===== src/rtl/peripheral_display_scan.sv =====
// Multiplexed 7-segment scan controller feeding peripheral_deco7seg.
// Double-buffered display word, inter-digit blanking, leading-zero blanking.
module peripheral_display_scan #(
    parameter int NUM_DIGITS   = 4,
    parameter int PRESCALE     = 50000,
    parameter int BLANK_CYCLES = 500
) (
    input  logic        clk,
    input  logic        reset_n,
    input  logic        load,
    input  logic [15:0] data_in,
    input  logic [4:0]  special_in,
    input  logic        extended_in,
    input  logic        blank_zeros,
    output logic [3:0]  D,
    output logic [4:0]  casesspecial,
    output logic        EXTENDED,
    output logic [1:0]  deco,
    output logic [3:0]  AN,
    output logic        frame_done
);

    localparam int CW = $clog2(PRESCALE);
    localparam logic [CW-1:0] SLOT_LAST = CW'(PRESCALE - 1);
    localparam logic [CW-1:0] BLANK_END = CW'(BLANK_CYCLES);
    localparam logic [1:0]    IDX_LAST  = 2'(NUM_DIGITS - 1);

    logic [CW-1:0] slot_cnt;
    logic [1:0]    idx;
    logic          slot_wrap;
    logic          frame_wrap;

    logic [15:0]   pend_data;
    logic [4:0]    pend_special;
    logic          pend_ext;
    logic          pend_valid;

    logic [15:0]   act_data;
    logic [4:0]    act_special;
    logic          act_ext;

    logic          tail_zero;
    logic          suppress;

    assign slot_wrap  = (slot_cnt == SLOT_LAST);
    assign frame_wrap = slot_wrap && (idx == IDX_LAST);

    // Free-running slot timer and digit index; never stalls.
    always_ff @(posedge clk or negedge reset_n) begin
        if (!reset_n) begin
            slot_cnt <= '0;
            idx      <= '0;
        end else if (slot_wrap) begin
            slot_cnt <= '0;
            idx      <= (idx == IDX_LAST) ? 2'd0 : idx + 2'd1;
        end else begin
            slot_cnt <= slot_cnt + 1'b1;
        end
    end

    // Pending buffer: last load wins; a load on the boundary stays pending.
    always_ff @(posedge clk or negedge reset_n) begin
        if (!reset_n) begin
            pend_data    <= '0;
            pend_special <= '0;
            pend_ext     <= 1'b0;
            pend_valid   <= 1'b0;
        end else if (load) begin
            pend_data    <= data_in;
            pend_special <= special_in;
            pend_ext     <= extended_in;
            pend_valid   <= 1'b1;
        end else if (frame_wrap) begin
            pend_valid   <= 1'b0;
        end
    end

    // Active buffer only changes at a frame boundary, so a frame never tears.
    always_ff @(posedge clk or negedge reset_n) begin
        if (!reset_n) begin
            act_data    <= '0;
            act_special <= '0;
            act_ext     <= 1'b0;
            frame_done  <= 1'b0;
        end else begin
            frame_done <= frame_wrap;
            if (frame_wrap && pend_valid) begin
                act_data    <= pend_data;
                act_special <= pend_special;
                act_ext     <= pend_ext;
            end
        end
    end

    // Digit is blanked when it and every higher digit hold zero.
    always_comb begin
        tail_zero = 1'b1;
        suppress  = 1'b0;
        for (int i = NUM_DIGITS - 1; i >= 0; i--) begin
            tail_zero = tail_zero & (act_data[4*i +: 4] == 4'd0);
            if (2'(i) == idx) suppress = tail_zero;
        end
        suppress = suppress & blank_zeros & (act_special == 5'd0)
                 & ~act_ext & (idx != 2'd0);
    end

    // Anode drive: dark during the blanking window and for suppressed digits.
    always_comb begin
        AN = 4'b1111;
        if (slot_cnt >= BLANK_END && !suppress) AN[idx] = 1'b0;
    end

    assign deco         = idx;
    assign D            = act_data[{idx, 2'b00} +: 4];
    assign casesspecial = act_special;
    assign EXTENDED     = act_ext;

endmodule


===== config.mk =====
export PLATFORM = sky130hd
export DESIGN_NAME = peripheral_display_scan
export DESIGN_NICKNAME = d
export VERILOG_FILES = /design/src/rtl/peripheral_display_scan.sv
export SDC_FILE = /design/constraint.sdc
export NUM_CORES = 1
export LEC_CHECK = 0
export BUFFER_PORTS_ARGS = -buffer_cell sky130_fd_sc_hd__clkbuf_2
export CORE_ASPECT_RATIO = 0.5
export CORE_MARGIN = 8
export CORE_UTILIZATION = 60
export DETAILED_ROUTE_END_ITERATION = 10
export PLACE_DENSITY = 0.84
export SLEW_MARGIN = 30
export SYNTH_ARGS = -nofsm -noshare
export SYNTH_HDL_FRONTEND = slang
export SYNTH_SLANG_ARGS = --single-unit

===== constraint.sdc =====
create_clock -name clk -period 4.9 [get_ports clk]
set_clock_uncertainty 0.2 [all_clocks]
set_input_delay 0.245 -clock clk [delete_from_list [all_inputs] [get_ports clk]]
set_output_delay 0.245 -clock clk [all_outputs]
set_load 0.1 [all_outputs]

# Yosys cells after proc, flatten, opt, wreduce, memory -nomap -nowiden
# Index checks and enable logic that the tools add are counted.
dict set report totals {
  regBits 64
  input_bits 26
  output_inout_bits 17
  word_cells 54
}
dict set report classes {
  addsub 2
  n_lt_le_gt_ge 3
  n_eq_ne 5
  shifts 1
  mux 11
  n_bitwise 9
  n_reduce_logical 13
}
# op n
set ops {}
lappend ops {{$add A16 B1 Y16 const B} 1}
lappend ops {{$eq A16 B16 Y1 const B} 1}
lappend ops {{$ge A16 B9 Y1 const B} 1}
lappend ops {{$logic_not A4 Y1} 4}
lappend ops {{$mux W16} 1}
lappend ops {{$shiftx A16 B5 Y4} 1}
lappend ops {{$and A1 B1 Y1} 7}
lappend ops {{$mux W1} 7}
lappend ops {{$logic_not A5 Y1} 1}
lappend ops {{$eq A2 B2 Y1 const A} 2}
lappend ops {{$logic_and A1 B1 Y1} 4}
lappend ops {{$mux W4} 1}
lappend ops {{$not A4 Y4} 1}
lappend ops {{$reduce_bool A2 Y1} 2}
lappend ops {{$lt A2 B3 Y1 const B} 1}
lappend ops {{$add A2 B1 Y2 const B} 1}
lappend ops {{$demux W1 S2} 1}
lappend ops {{$eq A1 B2 Y1 const A} 1}
lappend ops {{$eq A2 B2 Y1 const B} 1}
lappend ops {{$ge A2 B1 Y1 const B} 1}
lappend ops {{$logic_not A2 Y1} 1}
lappend ops {{$mux W2} 1}
lappend ops {{$logic_not A1 Y1} 1}
lappend ops {{$not A1 Y1} 1}

# Depth between registers and ports, before layout
# Gate-level depths: netlist of run 1.
dict set report logic_depth {
  word_depth 12
  ltp_mapped 7
  depth_no_buf 6
}

# Worst setup path after synthesis of run 1
# No wires, ideal clock.
dict set report synth_timing {
  path_type {reg2out}
  from {reg idx[0], in the netlist deco[0]}
  to {out AN[1]}
  arrival_ps 3407
  required_time_ps 4455
  setup_slack_ps 1048
  stages_incl_launch_ff 7
  n_path_buf 1
  path_cell_list {dfrtp_1 -> clkbuf_1 -> inv_1 -> ha_1 -> or4_1 -> or4_1 -> nand3_1}
}
dict set report synth_between {
  elab_chain_len 12
  word_cells_on_any_way 22
  classes_between {2 x order compare; 3 x eq/ne; 7 x mux; 5 x bitwise; 5 x reduce/logical}
}
# element line_no
set synth_lines {}
lappend synth_lines {{from (decl)} 29} ;# logic [1:0] idx;
lappend synth_lines {{from (signal assigned)} 55} ;# idx <= (idx == IDX_LAST) ? 2'd0 : idx + 2'd1;
lappend synth_lines {{$eq A2 B2 Y1} 101} ;# if (2'(i) == idx) suppress = tail_zero;
lappend synth_lines {{$mux W1 (4 in a row)} 101}
lappend synth_lines {{$and A1 B1 Y1 (2 in a row)} 103} ;# suppress = suppress & blank_zeros & (act_special == 5'd0)
lappend synth_lines {{$and A1 B1 Y1 (2 in a row)} 104} ;# & ~act_ext & (idx != 2'd0);
lappend synth_lines {{$logic_not A1 Y1} 110} ;# if (slot_cnt >= BLANK_END && !suppress) AN[idx] = 1'b0;
lappend synth_lines {{$logic_and A1 B1 Y1} 110}
lappend synth_lines {{$mux W4 *} 110}
lappend synth_lines {{to (decl)} 19} ;# output logic [3:0] AN,
# Mark *: on every way between the ends. The rest lies on a longest branch, timed or not.

# Worst setup path after layout of run 1
dict set report layout_timing {
  from {reg idx[0], in the netlist deco[0]}
  to {out AN[3]}
}
# The elaborated chain is that of the path after synthesis.

==> impl_metrics.py, run 1 <==
metrics = {
    "run_status": {
        "status": "completed",
    },
    "layout": {
        "antenna_cells": 0,
        "fin_area_um2": 3440,
        "fill_cells": 240,
        "nets": 308,
        "drive_above_1_share_pct": 31.3,
        "syn_to_final_growth_pct": 22.4,
        "multiInputGateArea_um2": 1130,
        "regArea_um2": 1600,
    },
    "grt": {
        "grt_max_degree": 65,
        "grt_pass1_wl_um": 10200,
        "grt_usage_pct": 18.2,
        "grt_pass1_vias": 2033,
        "gr-total-overflow": 0,
        "antenna_found_initial": 0,
    },
    "die": {
        "die_h_um": 64.4,
        "die_x_um": 113,
        "die_area_um2": 7270,
        "rows": 17,
        "ios": 43,
        "initial_core_util_pct": 63.3,
        "coreArea_um2": 4450,
    },
    "timing": {
        "max_slew_margin_pct": 47.5,
        "min_period_ns": 3.43,
        "setup_viol_count_final": 0,
        "hold_viol": 0,
        "rsz0062_at_grt": "no",
        "setup_tns_ns": 0,
        "final_max_slew_viol_count": 0,
        "fin_hold_ws_ns": 0.292,
        "tightest_slew_ns": 0.781,
        "clock.fmax_ghz": 0.292,
        "period_share_pct": 69.9,
    },
    "worst_setup_path": {
        "cp-start-kind": "flip-flop",
        "worst-path-buf-inv": 2,
        "critPathMaxFanout": 9,
        "crit_top_cell": "or4_1",
        "slowest_delay_ns": 0.58,
        "arrival_ns": 2.98,
        "slowest_stage": "dfrtp_1",
        "end_kind": "output pin",
        "ff2ff_setup_slack_ns": 1.86,
        "r2r_cells": 4,
        "critical_path_class": "flip-flop to output pin",
        "crit_family": "simple AND/OR/NAND/NOR gates",
        "critPathRequiredTime_ns": 4.45,
        "crit_cells": 6,
        "path_cells": "inv_1 -> ha_1 -> or4_1 -> or4_1 -> nand3_1 -> clkbuf_2",
    },
    "routing": {
        "dr.pass1.iters": 4,
        "drtAntennaViolNets": 0,
        "viasPerCell": 5.73,
        "wire_per_inst_um": 18.0,
        "drtIter0Drc": 120,
        "dr_total_vias": 1937,
        "drt_wl_total_um": 6080,
        "post-route-drc-count": 0,
    },
    "synth": {
        "async_flop_share_pct": 100,
        "synth.most_common_cell": "dfrtp_1",
        "syn-num-nets": 238,
        "synth_common_cells": "dfrtp_1 (64), mux2_2 (24), mux2_1 (20)",
        "yosys.area.top_type": "dfrtp_1",
        "netlist_area_um2": 2810,
        "ys_warn_count": 0,
        "avgSynthCellArea_um2": 13.7,
        "netlist-cell-type-count": 32,
        "ys_ff_latch": 64,
        "synthCells": 206,
        "synth-seq-area-share_pct": 56.9,
        "synthTopCellsByArea": "dfrtp_1 (57%), mux2_2 (9.6%), mux2_1 (8.0%)",
        "yosysTopAreaCellShare_pct": 56.9,
        "synth_flop_cell": "dfrtp_1",
        "synth-edff-count": 0,
    },
    "clocking": {
        "cts_resized": 0,
        "h-tree-depth": 3,
        "cts_sinks": 64,
        "cts_tree": "done",
        "clockRootBuffer": "clkbuf_8",
        "clkTransAtPathRegs_ns": 0.07,
        "max-clock-path-buffers": 2,
        "clock_latency_ns": 0.34,
        "cts_made_buffers": 9,
    },
    "placement": {
        "post_dp_cell_area_um2": 3050,
        "post-dp-hpwl_um": 3740,
        "globalplace.congestion": 0.822,
        "io_buffers": 42,
    },
    "power": {
        "power_density_nw_per_um2": 290,
        "comb_power_share_pct": 6.0,
        "swShare_pct": 22.1,
        "p_clk_share_pct": 38.2,
        "vdd_drop_max_v": 0.000197,
        "design_power_total_uw": 999,
        "leakage_uw": 0.00165,
        "p_seq_share_pct": 55.7,
        "switchingPower_uw": 221,
        "p_int_uw": 779,
    },
    "min_path": {
        "hold_path_depth": 1,
        "worst_hold_path_type": "flip-flop to flip-flop",
    },
    "run": {
        "max_cap_violations": 0,
    },
}
[power by group through the flow]
stage	Combinational, µW	Clock (µW)	Sequential [µW]
finish	60.3	382	557
global route	66.3	417	559
CTS	59.9	391	557
detailed placement	45.4	0	566
global placement	42.7	0	565
floorplan	22.0	0	562
[state kept, by name (all words and copies together), names as in the netlist, 2 cells and up]
signal	cells
act_data	16
casesspecial	5
deco	2
pend_data	16
pend_special	5
slot_cnt	16
[cells in the final DEF, fill, tap and decap left out, types with 2 or more instances in the layout]
cell type and instances:
inv_1 6, xor2_1 7, or4_1 2, clkinv_2 2, nor2_1 9, xnor2_1 5
clkbuf_2 42, nand4_1 5, dlygate4sd3_1 23, nor3_1 2, nand3_1 8, mux2_2 24
dfrtp_1 64, o21ai_0 6, mux2_1 20, nor2b_1 2, nor4_1 5, mux4_2 4
clkbuf_8 10, and3_1 4, nand2_1 9, clkbuf_1 3, ha_1 6
[what timing repair did]
item                       CTS  global route
setup endpoints to repair    0             0
hold endpoints to repair    86             0
hold buffers                23             0
setup buffers                0             0
[per-stage QoR]
step | utilization (%) | instances | setup WS (ns)
detailed placement | 68.5 | 299 | 1.55
finish | 77.5 | 338 | 1.47
global placement | 68.5 | 299 | 1.67
global route | 77.5 | 338 | 1.33
floorplan | - | 206 | 1.05
CTS | 77.4 | 338 | 1.45
[final timing paths]
kind	end	startpoint
min reg2reg	act_data[12]$_DFFE_PN0P_	pend_data[12]$_DFFE_PN0P_
max in group asynchronous	pend_data[1]$_DFFE_PN0P_	reset_n
max reg2reg	act_data[8]$_DFFE_PN0P_	slot_cnt[11]$_DFF_PN0_
min	act_data[12]$_DFFE_PN0P_	pend_data[12]$_DFFE_PN0P_
min in group asynchronous	pend_special[4]$_DFFE_PN0P_	reset_n
max	AN[3]	deco[0]$_DFFE_PN0N_
[area by class of cell]
type / count / area share, %
repair buffers: 66 / 13.0
flip-flops and latches: 64 / 46.5
clock inverters: 3 / 0.509
multi-input cells: 129 / 32.9
inverters: 6 / 0.654
well taps: 57 / 2.07
clock buffers: 13 / 4.32
[logic make-up (layout without fill, tap and decap cells)]
group	count (synthesis)	after routing	synth area share, %
flip-flops	64	64	56.9
multiplexers	48	48	20.8
AND/OR/NAND/NOR	53	53	10.9
XOR/XNOR	12	12	3.73
adder cells (fa/ha/maj)	6	6	2.67
AO/OA/AOI/OAI	10	10	2.13
buffers and inverters	13	88	2.85
[metal layers]
metal / vias to the layer above / GRT usage (%) / routed length (µm)
li1: 883 / - / -
met1: 983 / 19.9 / 2460
met2: 65 / 32.1 / 3140
met3: 6 / 7.76 / 420
met4: 0 / 5.43 / 59
met5: - / 0 / 0
Note: power is estimated with default switching activity, not from simulation.
==> inputs of run 2 (changes only) <==
--- a/config.mk
+++ b/config.mk
@@ -8,9 +8,9 @@
 export BUFFER_PORTS_ARGS = -buffer_cell sky130_fd_sc_hd__clkbuf_2
 export CORE_ASPECT_RATIO = 0.5
 export CORE_MARGIN = 8
-export CORE_UTILIZATION = 60
+export CORE_UTILIZATION = 56
 export DETAILED_ROUTE_END_ITERATION = 10
-export PLACE_DENSITY = 0.84
+export PLACE_DENSITY = 0.79
 export SLEW_MARGIN = 30
 export SYNTH_ARGS = -nofsm -noshare
 export SYNTH_HDL_FRONTEND = slang
==> constraint.sdc (replaced) <==
create_clock -name clk -period 3.3 [get_ports clk]
set_clock_uncertainty 0.2 [all_clocks]
set_input_delay 0.165 -clock clk [delete_from_list [all_inputs] [get_ports clk]]
set_output_delay 0.165 -clock clk [all_outputs]
set_load 0.1 [all_outputs]
==> run 2 against run 1 <==
Global-route usage down 0.31 points. Die area is 5.7% higher. Power increased by 68%. Clock power is 99% higher. Design area is 3.4% higher. First-iteration DRC count is 6.7% higher. Wire length shrank 0.49%. Critical path depth stayed put.
==> impl_metrics.py, run 2 (synthesis gave the netlist of run 1 again) <==
metrics = {
    "die": {
        "die_h_um": 66.1,
        "coreArea_um2": 4890,
        "initial_core_util_pct": 57.6,
        "die_area_um2": 7690,
        "ios": 43,
        "die_x_um": 116,
        "rows": 18,
    },
    "placement": {
        "post-dp-hpwl_um": 3810,
        "io_buffers": 42,
        "dp.cells": 314,
        "globalplace.congestion": 0.804,
        "place_ws_ns": 0.468,
    },
    "layout": {
        "regArea_um2": 1600,
        "layout_commonest_cell": "dfrtp_1",
        "nets": 310,
        "utilization_pct": 72.8,
        "syn_to_final_growth_pct": 26.5,
        "largest_registers": "act_data x16, pend_data x16, slot_cnt x16",
        "layout.cells.most_common_list": "dfrtp_1 (63), clkbuf_2 (39), mux2_2 (24)",
        "stdcell_count": 353,
        "drive_above_1_share_pct": 33.9,
        "fill_cells": 331,
        "multiInputGateArea_um2": 1150,
        "antenna_cells": 0,
    },
    "clocking": {
        "cts_sinks": 64,
        "max-clock-path-buffers": 2,
        "cts_setup_buffers": 0,
        "cts_tree": "done",
        "cts_made_buffers": 9,
        "h-tree-depth": 3,
        "clock_latency_ns": 0.34,
        "clkTransAtPathRegs_ns": 0.07,
        "clockRootBuffer": "clkbuf_8",
    },
    "grt": {
        "grt_usage_pct": 17.9,
        "grt_pass1_vias": 2097,
        "gr-total-overflow": 0,
        "grt_pass1_wl_um": 10300,
        "grt_max_degree": 65,
        "antenna_found_initial": 0,
    },
    "worst_setup_path": {
        "ff2ff_setup_slack_ns": 0.71,
        "critPathMaxFanout": 8,
        "critPathRequiredTime_ns": 2.93,
        "r2r-end": "casesspecial[1]$_DFFE_PN0P_",
        "critical_path_class": "flip-flop to output pin",
        "cp-startpoint": "deco[1]$_DFFE_PN0N_",
        "cp-start-kind": "flip-flop",
        "end_kind": "output pin",
        "r2r_start": "slot_cnt[11]$_DFF_PN0_",
        "arrival_ns": 2.77,
        "r2r_cells": 5,
    },
    "timing": {
        "tightest_slew_ns": 0.794,
        "min_period_ns": 3.13,
        "final_max_slew_viol_count": 0,
        "hold_viol": 0,
        "setup_ws_ns": 0.167,
        "setup_tns_ns": 0,
        "clock.fmax_ghz": 0.319,
        "max_slew_margin_pct": 47.1,
        "setup_viol_count_final": 0,
        "rsz0062_at_grt": "no",
        "period_share_pct": 94.9,
    },
    "routing": {
        "wire_per_inst_um": 17.1,
        "viasPerCell": 5.54,
        "drtAntennaViolNets": 0,
        "drt_wl_total_um": 6050,
        "post-route-drc-count": 0,
        "dr.pass1.iters": 4,
        "dr_total_vias": 1955,
        "drtIter0Drc": 128,
    },
    "min_path": {
        "worstHoldStart": "pend_valid$_DFFE_PN0P_",
        "worst_hold_path_type": "flip-flop to flip-flop",
        "hold_path_depth": 1,
        "worstHoldEndpoint": "pend_valid$_DFFE_PN0P_",
    },
    "run": {
        "max_cap_violations": 0,
    },
    "power": {
        "power_density_nw_per_um2": 471,
        "vdd_drop_max_v": 0.000341,
        "leakage_uw": 0.00169,
    },
    "run_status": {
        "status": "completed",
    },
}
## run 2: changes by cell type in the layout (fill, tap and decap cells not counted), moves of 2 or more
cell | previous run | this run
clkbuf_4 | 0 | 3
clkbuf_2 | 42 | 39
clkbuf_1 | 3 | 0
nand3_2 | 0 | 3
buf_4 | 1 | 3
clkinvlp_4 | 1 | 3
nand3_1 | 8 | 5
bufinv_16 | 0 | 2
clkinv_2 | 2 | 0
## run 2: metal layers
metal	share of wire [%]	global-route usage (%)	up-vias
li1	-	-	884
met1	40	19.6	1005
met2	53	31.0	58
met3	5.6	7.29	8
met4	1.1	6.40	0
met5	0	0	-
## run 2: critical path, stage by stage, from the launching register on
cell	delay (ns)
dfrtp_1	0.50
inv_1	0.14
ha_1	0.21
or4_1	0.53
or4_1	0.58
nand3_2	0.12
clkbuf_4	0.34
## run 2: report_power, final
part	internal, µW	switching, µW
clock network	448	312
logic	53.3	36.4
registers	811	14.9
total	1310	363
## run 2: through the flow
stage / hold WS [ns] / power, µW / instance area, µm²
5_1_grt: 0.304 / 1750 / 3560
4_1_cts: 0.276 / 1690 / 3550
3_3_place_gp: 0.173 / 903 / 3090
3_5_place_dp: 0.189 / 908 / 3090
6_report: 0.277 / 1680 / 3560
2_1_floorplan: -0.331 / 867 / 2830
## run 2: timing repair
item	in CTS	in global routing
gates resized for setup	0	6
hold endpoints to repair	86	0
hold buffers	23	0
endpoints found under the setup margin	0	3
## run 2: cell type report
cell class / count / share of cell area (%)
inverter: 6 / 0.633
multi-input combinational: 129 / 32.2
tap: 70 / 2.46
timing repair buffer: 68 / 13.2
clock buffer: 10 / 3.87
sequential: 64 / 45.0
clock inverter: 6 / 2.57
## run 2: how the worst max path moves through the flow
stage | endpoint | slack (ns) | cells past startpoint
2_1_floorplan | AN[1] | 0.02 | 5
3_3_place_gp | AN[1] | 0.53 | 6
3_5_place_dp | AN[2] | 0.47 | 6
4_1_cts | AN[2] | 0.08 | 6
5_1_grt | AN[3] | 0.07 | 6
6_report | AN[3] | 0.17 | 6
